**src/rtl/uart_alu_pkg.sv**
```systemverilog
// Shared opcode encodings and FSM state type for the UART command ALU.
package uart_alu_pkg;

  localparam int OP_W = 6;

  localparam logic [OP_W-1:0] OP_ADD = 6'h20;
  localparam logic [OP_W-1:0] OP_SUB = 6'h22;
  localparam logic [OP_W-1:0] OP_AND = 6'h24;
  localparam logic [OP_W-1:0] OP_OR  = 6'h25;
  localparam logic [OP_W-1:0] OP_XOR = 6'h26;
  localparam logic [OP_W-1:0] OP_NOR = 6'h27;
  localparam logic [OP_W-1:0] OP_SRA = 6'h03;
  localparam logic [OP_W-1:0] OP_SRL = 6'h02;

  typedef enum logic [2:0] {
    WAIT_A,
    WAIT_B,
    WAIT_OP,
    EXEC,
    SEND
  } state_t;

endpackage

```
**src/rtl/uart_alu_if_alu_core.sv**
```systemverilog
// Combinational ALU: unsigned operands, truncated result, unknown opcodes give 0.
module alu_core
  import uart_alu_pkg::*;
#(
  parameter int N_BIT = 8,
  parameter int N_OP  = 6
) (
  input  logic [N_BIT-1:0] a,
  input  logic [N_BIT-1:0] b,
  input  logic [N_OP-1:0]  op,
  output logic [N_BIT-1:0] result
);

  always_comb begin
    result = '0;
    case (op)
      OP_ADD:  result = a + b;
      OP_SUB:  result = a - b;
      OP_AND:  result = a & b;
      OP_OR:   result = a | b;
      OP_XOR:  result = a ^ b;
      OP_NOR:  result = ~(a | b);
      // Oversized arithmetic shifts saturate to the sign explicitly.
      OP_SRA:  result = (32'(b) >= N_BIT) ? {N_BIT{a[N_BIT-1]}}
                                          : $unsigned($signed(a) >>> b);
      OP_SRL:  result = a >> b;
      default: result = '0;
    endcase
  end

endmodule

```
**src/rtl/uart_alu_if.sv**
```systemverilog
// Frame engine: pops {A, B, OP} from the RX FIFO, evaluates, pushes the result to TX.
// Optional inter-byte timeout enabled by defining FRAME_TIMEOUT_EN.
module uart_alu_if
  import uart_alu_pkg::*;
#(
  parameter int N_BIT          = 8,
  parameter int N_OP           = 6,
  parameter int TIMEOUT_CYCLES = 65536,
  parameter int TO_BIT         = 17
) (
  input  logic             CLK,
  input  logic             RESET,
  input  logic             rx_empty,
  input  logic [N_BIT-1:0] r_data,
  output logic             rd_uart,
  input  logic             tx_full,
  output logic [N_BIT-1:0] w_data,
  output logic             wr_uart,
  output logic             busy,
  output logic             frame_abort
);

  state_t            r_state;
  state_t            w_stateNext;
  logic [N_BIT-1:0]  r_opA;
  logic [N_BIT-1:0]  r_opB;
  logic [N_OP-1:0]   r_opCode;
  logic [N_BIT-1:0]  r_result;
  logic [N_BIT-1:0]  w_aluResult;
  logic              w_pop;
  logic              w_push;
  logic              w_abort;
  logic              w_timeout;

  alu_core #(.N_BIT(N_BIT), .N_OP(N_OP)) u_alu (
    .a      (r_opA),
    .b      (r_opB),
    .op     (r_opCode),
    .result (w_aluResult)
  );

  always_comb begin
    w_stateNext = r_state;
    w_pop       = 1'b0;
    w_push      = 1'b0;
    w_abort     = 1'b0;
    case (r_state)
      WAIT_A: begin
        if (!rx_empty) begin
          w_pop       = 1'b1;
          w_stateNext = WAIT_B;
        end
      end
      WAIT_B: begin
        if (!rx_empty) begin
          w_pop       = 1'b1;
          w_stateNext = WAIT_OP;
        end else if (w_timeout) begin
          w_abort     = 1'b1;
          w_stateNext = WAIT_A;
        end
      end
      WAIT_OP: begin
        if (!rx_empty) begin
          w_pop       = 1'b1;
          w_stateNext = EXEC;
        end else if (w_timeout) begin
          w_abort     = 1'b1;
          w_stateNext = WAIT_A;
        end
      end
      EXEC: w_stateNext = SEND;
      SEND: begin
        if (!tx_full) begin
          w_push      = 1'b1;
          w_stateNext = WAIT_A;
        end
      end
      default: w_stateNext = WAIT_A;
    endcase
  end

  // Strobes are masked while reset is held so no FIFO is touched mid-reset.
  assign rd_uart     = w_pop && RESET;
  assign wr_uart     = w_push && RESET;
  assign frame_abort = w_abort && RESET;
  assign busy        = (r_state != WAIT_A);
  assign w_data      = r_result;

  always_ff @(posedge CLK or negedge RESET) begin
    if (!RESET) begin
      r_state  <= WAIT_A;
      r_opA    <= '0;
      r_opB    <= '0;
      r_opCode <= '0;
      r_result <= '0;
    end else begin
      r_state <= w_stateNext;
      if (w_pop) begin
        case (r_state)
          WAIT_A:  r_opA    <= r_data;
          WAIT_B:  r_opB    <= r_data;
          WAIT_OP: r_opCode <= r_data[N_OP-1:0];
          default: ;
        endcase
      end
      if (r_state == EXEC) begin
        r_result <= w_aluResult;
      end
      if (w_abort) begin
        r_opA <= '0;
        r_opB <= '0;
      end
    end
  end

`ifdef FRAME_TIMEOUT_EN
  logic [TO_BIT-1:0] r_toCnt;
  logic              w_waiting;

  assign w_waiting = (r_state == WAIT_B) || (r_state == WAIT_OP);
  assign w_timeout = w_waiting && rx_empty &&
                     (r_toCnt == TO_BIT'(TIMEOUT_CYCLES - 1));

  // Counts idle cycles between bytes of a frame; any pop restarts the window.
  always_ff @(posedge CLK or negedge RESET) begin
    if (!RESET) begin
      r_toCnt <= '0;
    end else if (!w_waiting || w_pop || w_abort) begin
      r_toCnt <= '0;
    end else if (rx_empty) begin
      r_toCnt <= r_toCnt + TO_BIT'(1);
    end
  end
`else
  assign w_timeout = 1'b0;
`endif

endmodule

```
**config.mk**
```make
export PLATFORM = sky130hd
export DESIGN_NAME = uart_alu_if
export DESIGN_NICKNAME = d
export VERILOG_FILES = /design/src/rtl/uart_alu_pkg.sv /design/src/rtl/uart_alu_if_alu_core.sv /design/src/rtl/uart_alu_if.sv
export SDC_FILE = /design/constraint.sdc
export NUM_CORES = 1
export LEC_CHECK = 0
export CORE_ASPECT_RATIO = 1.2
export CORE_MARGIN = 2
export CORE_UTILIZATION = 40
export CTS_BUF_LIST = sky130_fd_sc_hd__clkbuf_8 sky130_fd_sc_hd__clkbuf_16
export DETAILED_ROUTE_END_ITERATION = 10
export DONT_BUFFER_PORTS = 1
export PLACE_DENSITY = 0.53
export SYNTH_ARGS = -nofsm -noshare
export SYNTH_HDL_FRONTEND = slang
export SYNTH_SLANG_ARGS = --single-unit
export TNS_END_PERCENT = 20
```
**constraint.sdc**
```tcl
create_clock -name CLK -period 4.9 [get_ports CLK]
set_input_delay 0.49 -clock CLK [delete_from_list [all_inputs] [get_ports CLK]]
set_output_delay 0.49 -clock CLK [all_outputs]
set_load 0.01 [all_outputs]
```
==> metrics <==
Place WS=1.49 ns; final core utilization=0.426; Max IR drop VDD=336 uV; DRT antenna net count=0; Logic pwr share=0.625; Highest Signal Layer=met4; post-synthesis async set-or-reset flop share=1.00; htree depth=2; setup total negative slack=0 ns; Worst Setup End Kind=flop; routed len/inst=19.6 um; RSZ-0062 raised after global routing=no; Max FO, Critical Path=15; clock tree buffer depth=2; Net Sw Power=1.19 mW; # nets final=358; metal3 WL=363 um; n_diodes=0; cell count after synthesis=327; Root Buffer=clkbuf_8; wire length on met1=3590 um; multi-input logic area=1900 um^2; syn avg cell area=8.91 um^2; Starting Density=0.408; CTS tree=done; register area share after synthesis=0.283; DIE AREA=7990 um^2; first-pass GRT wire length=13500 um; area growth from synthesis to final layout=4.55%; IO Port Bufs=0; GRT Overall Usage=0.222; die span in y=97.5 um; Hold Slack=0.0153 ns; chip width=81.9 um; R2R depth=10; Synth Flop Type=dfrtp_1; Worst Path Required=5.12 ns; CTS clk-pin slew, worst paths=0.09 ns; # IOs=24; Worst EP arrival=3.68 ns; R2R Setup Slk=1.44 ns; fill cell count=726; met2 routed WL=3920 um; Reg power frac=0.281; Yosys top cell area share=0.283; cts bufs inserted=5; max_slew headroom=0.468; Slew @ Worst Pin=0.793 ns; net count after synthesis=364; vias per cell=6.00; leading cell types in the layout, fill and taps excluded=nand2_1, dfrtp_1, o21ai_0; commonest non-fill, non-tap cell in the layout=nand2_1; status=finished clean; Congestion Overflow GR=0; internal power component=1.19 mW; Switching Fraction=0.502; Yosys reg bits=33; ranking of synthesized cells by area=dfrtp_1, ha_1, o21ai_0; Detail Placement HPWL=5880 um; number of remaining DRC errors=0; CP Launch Type=flop; Cell variety after synth=62; Setup Buffers After CTS=0; fin crit share=0.705; Clock Latency Late Sink=0.29 ns; Slowest-stage cell, CP=dfrtp_1; total chip power=2.38 mW; Ys Warns=0; Post-CTS Resized=0; Power Dens Cells=781 nW/um^2; CORE AREA=7150 um^2; Detailed Route Iter0 Violations=279; Post-Syn Area=2910 um^2; Critical R2R Capture=w_data[6]$_DFFE_PN0P_; Sequential Area=826 um^2; Worst Setup Path Type=reg2reg; area leader, netlist=dfrtp_1; FP Rows=34; total clock sinks=33; largest net degree at the start of global routing=34; CP dominant cell by count=ha_1; GPL Wtd Cong=0.933; Max Fclk=289 MHz; DR vias=2466; Crit path largest cell delay=0.73 ns; final wirelength=8070 um; Leak Pwr=1.28 nW; Worst R2R Start=r_opB[1]$_DFFE_PN0P_; fraction of layout cells with a size suffix above 1=0.106; clock power share=0.094; final worst slack=1.44 ns; Hold Fails Final Rpt=0; max-cap viol count=0; initial antenna violation count=0; Setup violations, final=0; drt first pass iters=5; skew final=0.0133 ns; vias in the first global route=2466; worst path cell trace=clkinv_1, ha_1, a41oi_1, xnor2_1, ha_1, or3b_2, a311o_1, o311ai_0, a221oi_1, o21ai_1; number of synthesized flops with an enable pin=0; Hold WC Path Type=in2async; Slew Limit Fails=0; fin crit period=3.46 ns
==> how the worst max path moves through the flow <==
stage          cells after the start  slack, ns               startpoint                    end
2_1_floorplan                     10       1.96  r_opCode[3]$_DFFE_PN0P_  w_data[6]$_DFFE_PN0P_
3_3_place_gp                      10       1.64     r_opB[1]$_DFFE_PN0P_  w_data[6]$_DFFE_PN0P_
3_5_place_dp                      10       1.49     r_opB[1]$_DFFE_PN0P_  w_data[6]$_DFFE_PN0P_
4_1_cts                           10       1.49     r_opB[1]$_DFFE_PN0P_  w_data[6]$_DFFE_PN0P_
5_1_grt                           10       1.22     r_opB[1]$_DFFE_PN0P_  w_data[6]$_DFFE_PN0P_
6_report                          10       1.44     r_opB[1]$_DFFE_PN0P_  w_data[6]$_DFFE_PN0P_
==> sequential cells by signal (all words and copies together) (netlist names) <==
signal    flops
r_opA         8
r_opB         8
r_opCode      6
r_state       3
w_data        8
==> metrics by stage <==
step,cell area (um^2),instances
finish,3050,411
global route,3050,411
CTS,3050,411
detailed placement,2940,403
global placement,2940,403
floorplan,2910,327
==> repair_timing <==
item,in CTS,in global routing
hold buffers,1,0
endpoints found under the hold margin,33,0
endpoints found under the setup margin,0,0
==> critical path: cells and delay by family (launching register included) <==
| kind | cells | cell delay [ns] |
|---|---|---|
| xor+xnor | 1 | 0.11 |
| fa+ha+maj | 2 | 0.69 |
| compound gates | 5 | 0.98 |
| flops | 1 | 0.73 |
| simple gates | 1 | 0.45 |
| buf+inv | 1 | 0.42 |
==> cell type report <==
| class | instances | share of cell area |
|---|---|---|
| clock buffers | 6 | 0.0271 |
| clock inverters | 1 | 0.00246 |
| inverters | 20 | 0.0246 |
| multi-input cells | 257 | 0.624 |
| flip-flops and latches | 33 | 0.271 |
| well taps | 90 | 0.0370 |
| repair buffers | 4 | 0.0140 |
==> synth_stat cells, types with 5 or more instances <==
| cell type | n |
|---|---|
| nand2_1 | 35 |
| dfrtp_1 | 33 |
| o21ai_0 | 29 |
| ha_1 | 24 |
| inv_1 | 18 |
| a21oi_1 | 15 |
| mux2i_1 | 13 |
| nor2_1 | 13 |
| xnor2_1 | 11 |
| a31oi_1 | 9 |
| mux2_2 | 8 |
| a211oi_1 | 7 |
| clkbuf_1 | 7 |
| nand3_1 | 6 |
| nor2b_1 | 6 |
| xor2_1 | 6 |
| nor3_1 | 5 |
==> power groups by stage <==
stage | registers, mW | logic, mW | clock network [mW]
floorplan | 0.541 | 1.28 | 0
finish | 0.668 | 1.49 | 0.223
CTS | 0.666 | 1.49 | 0.231
global placement | 0.671 | 1.45 | 0
global route | 0.706 | 1.68 | 0.242
detailed placement | 0.672 | 1.47 | 0
==> kinds of logic after synthesis <==
kind of cell / share of synthesized area
AOI/OAI and AO/OA: 0.214
other: 0.00129
xor gates and xnor gates: 0.0511
muxes: 0.0988
DFF: 0.283
adders and majority gates: 0.110
and+or+nand+nor: 0.175
buffers and inverters: 0.0666
==> routing by layer <==
metal	vias to the layer above	global-route usage
li1	1182	-
met1	1203	0.303
met2	67	0.351
met3	14	0.0409
met4	0	0.0692
met5	-	0
Note: power is estimated with default switching activity, not from simulation.
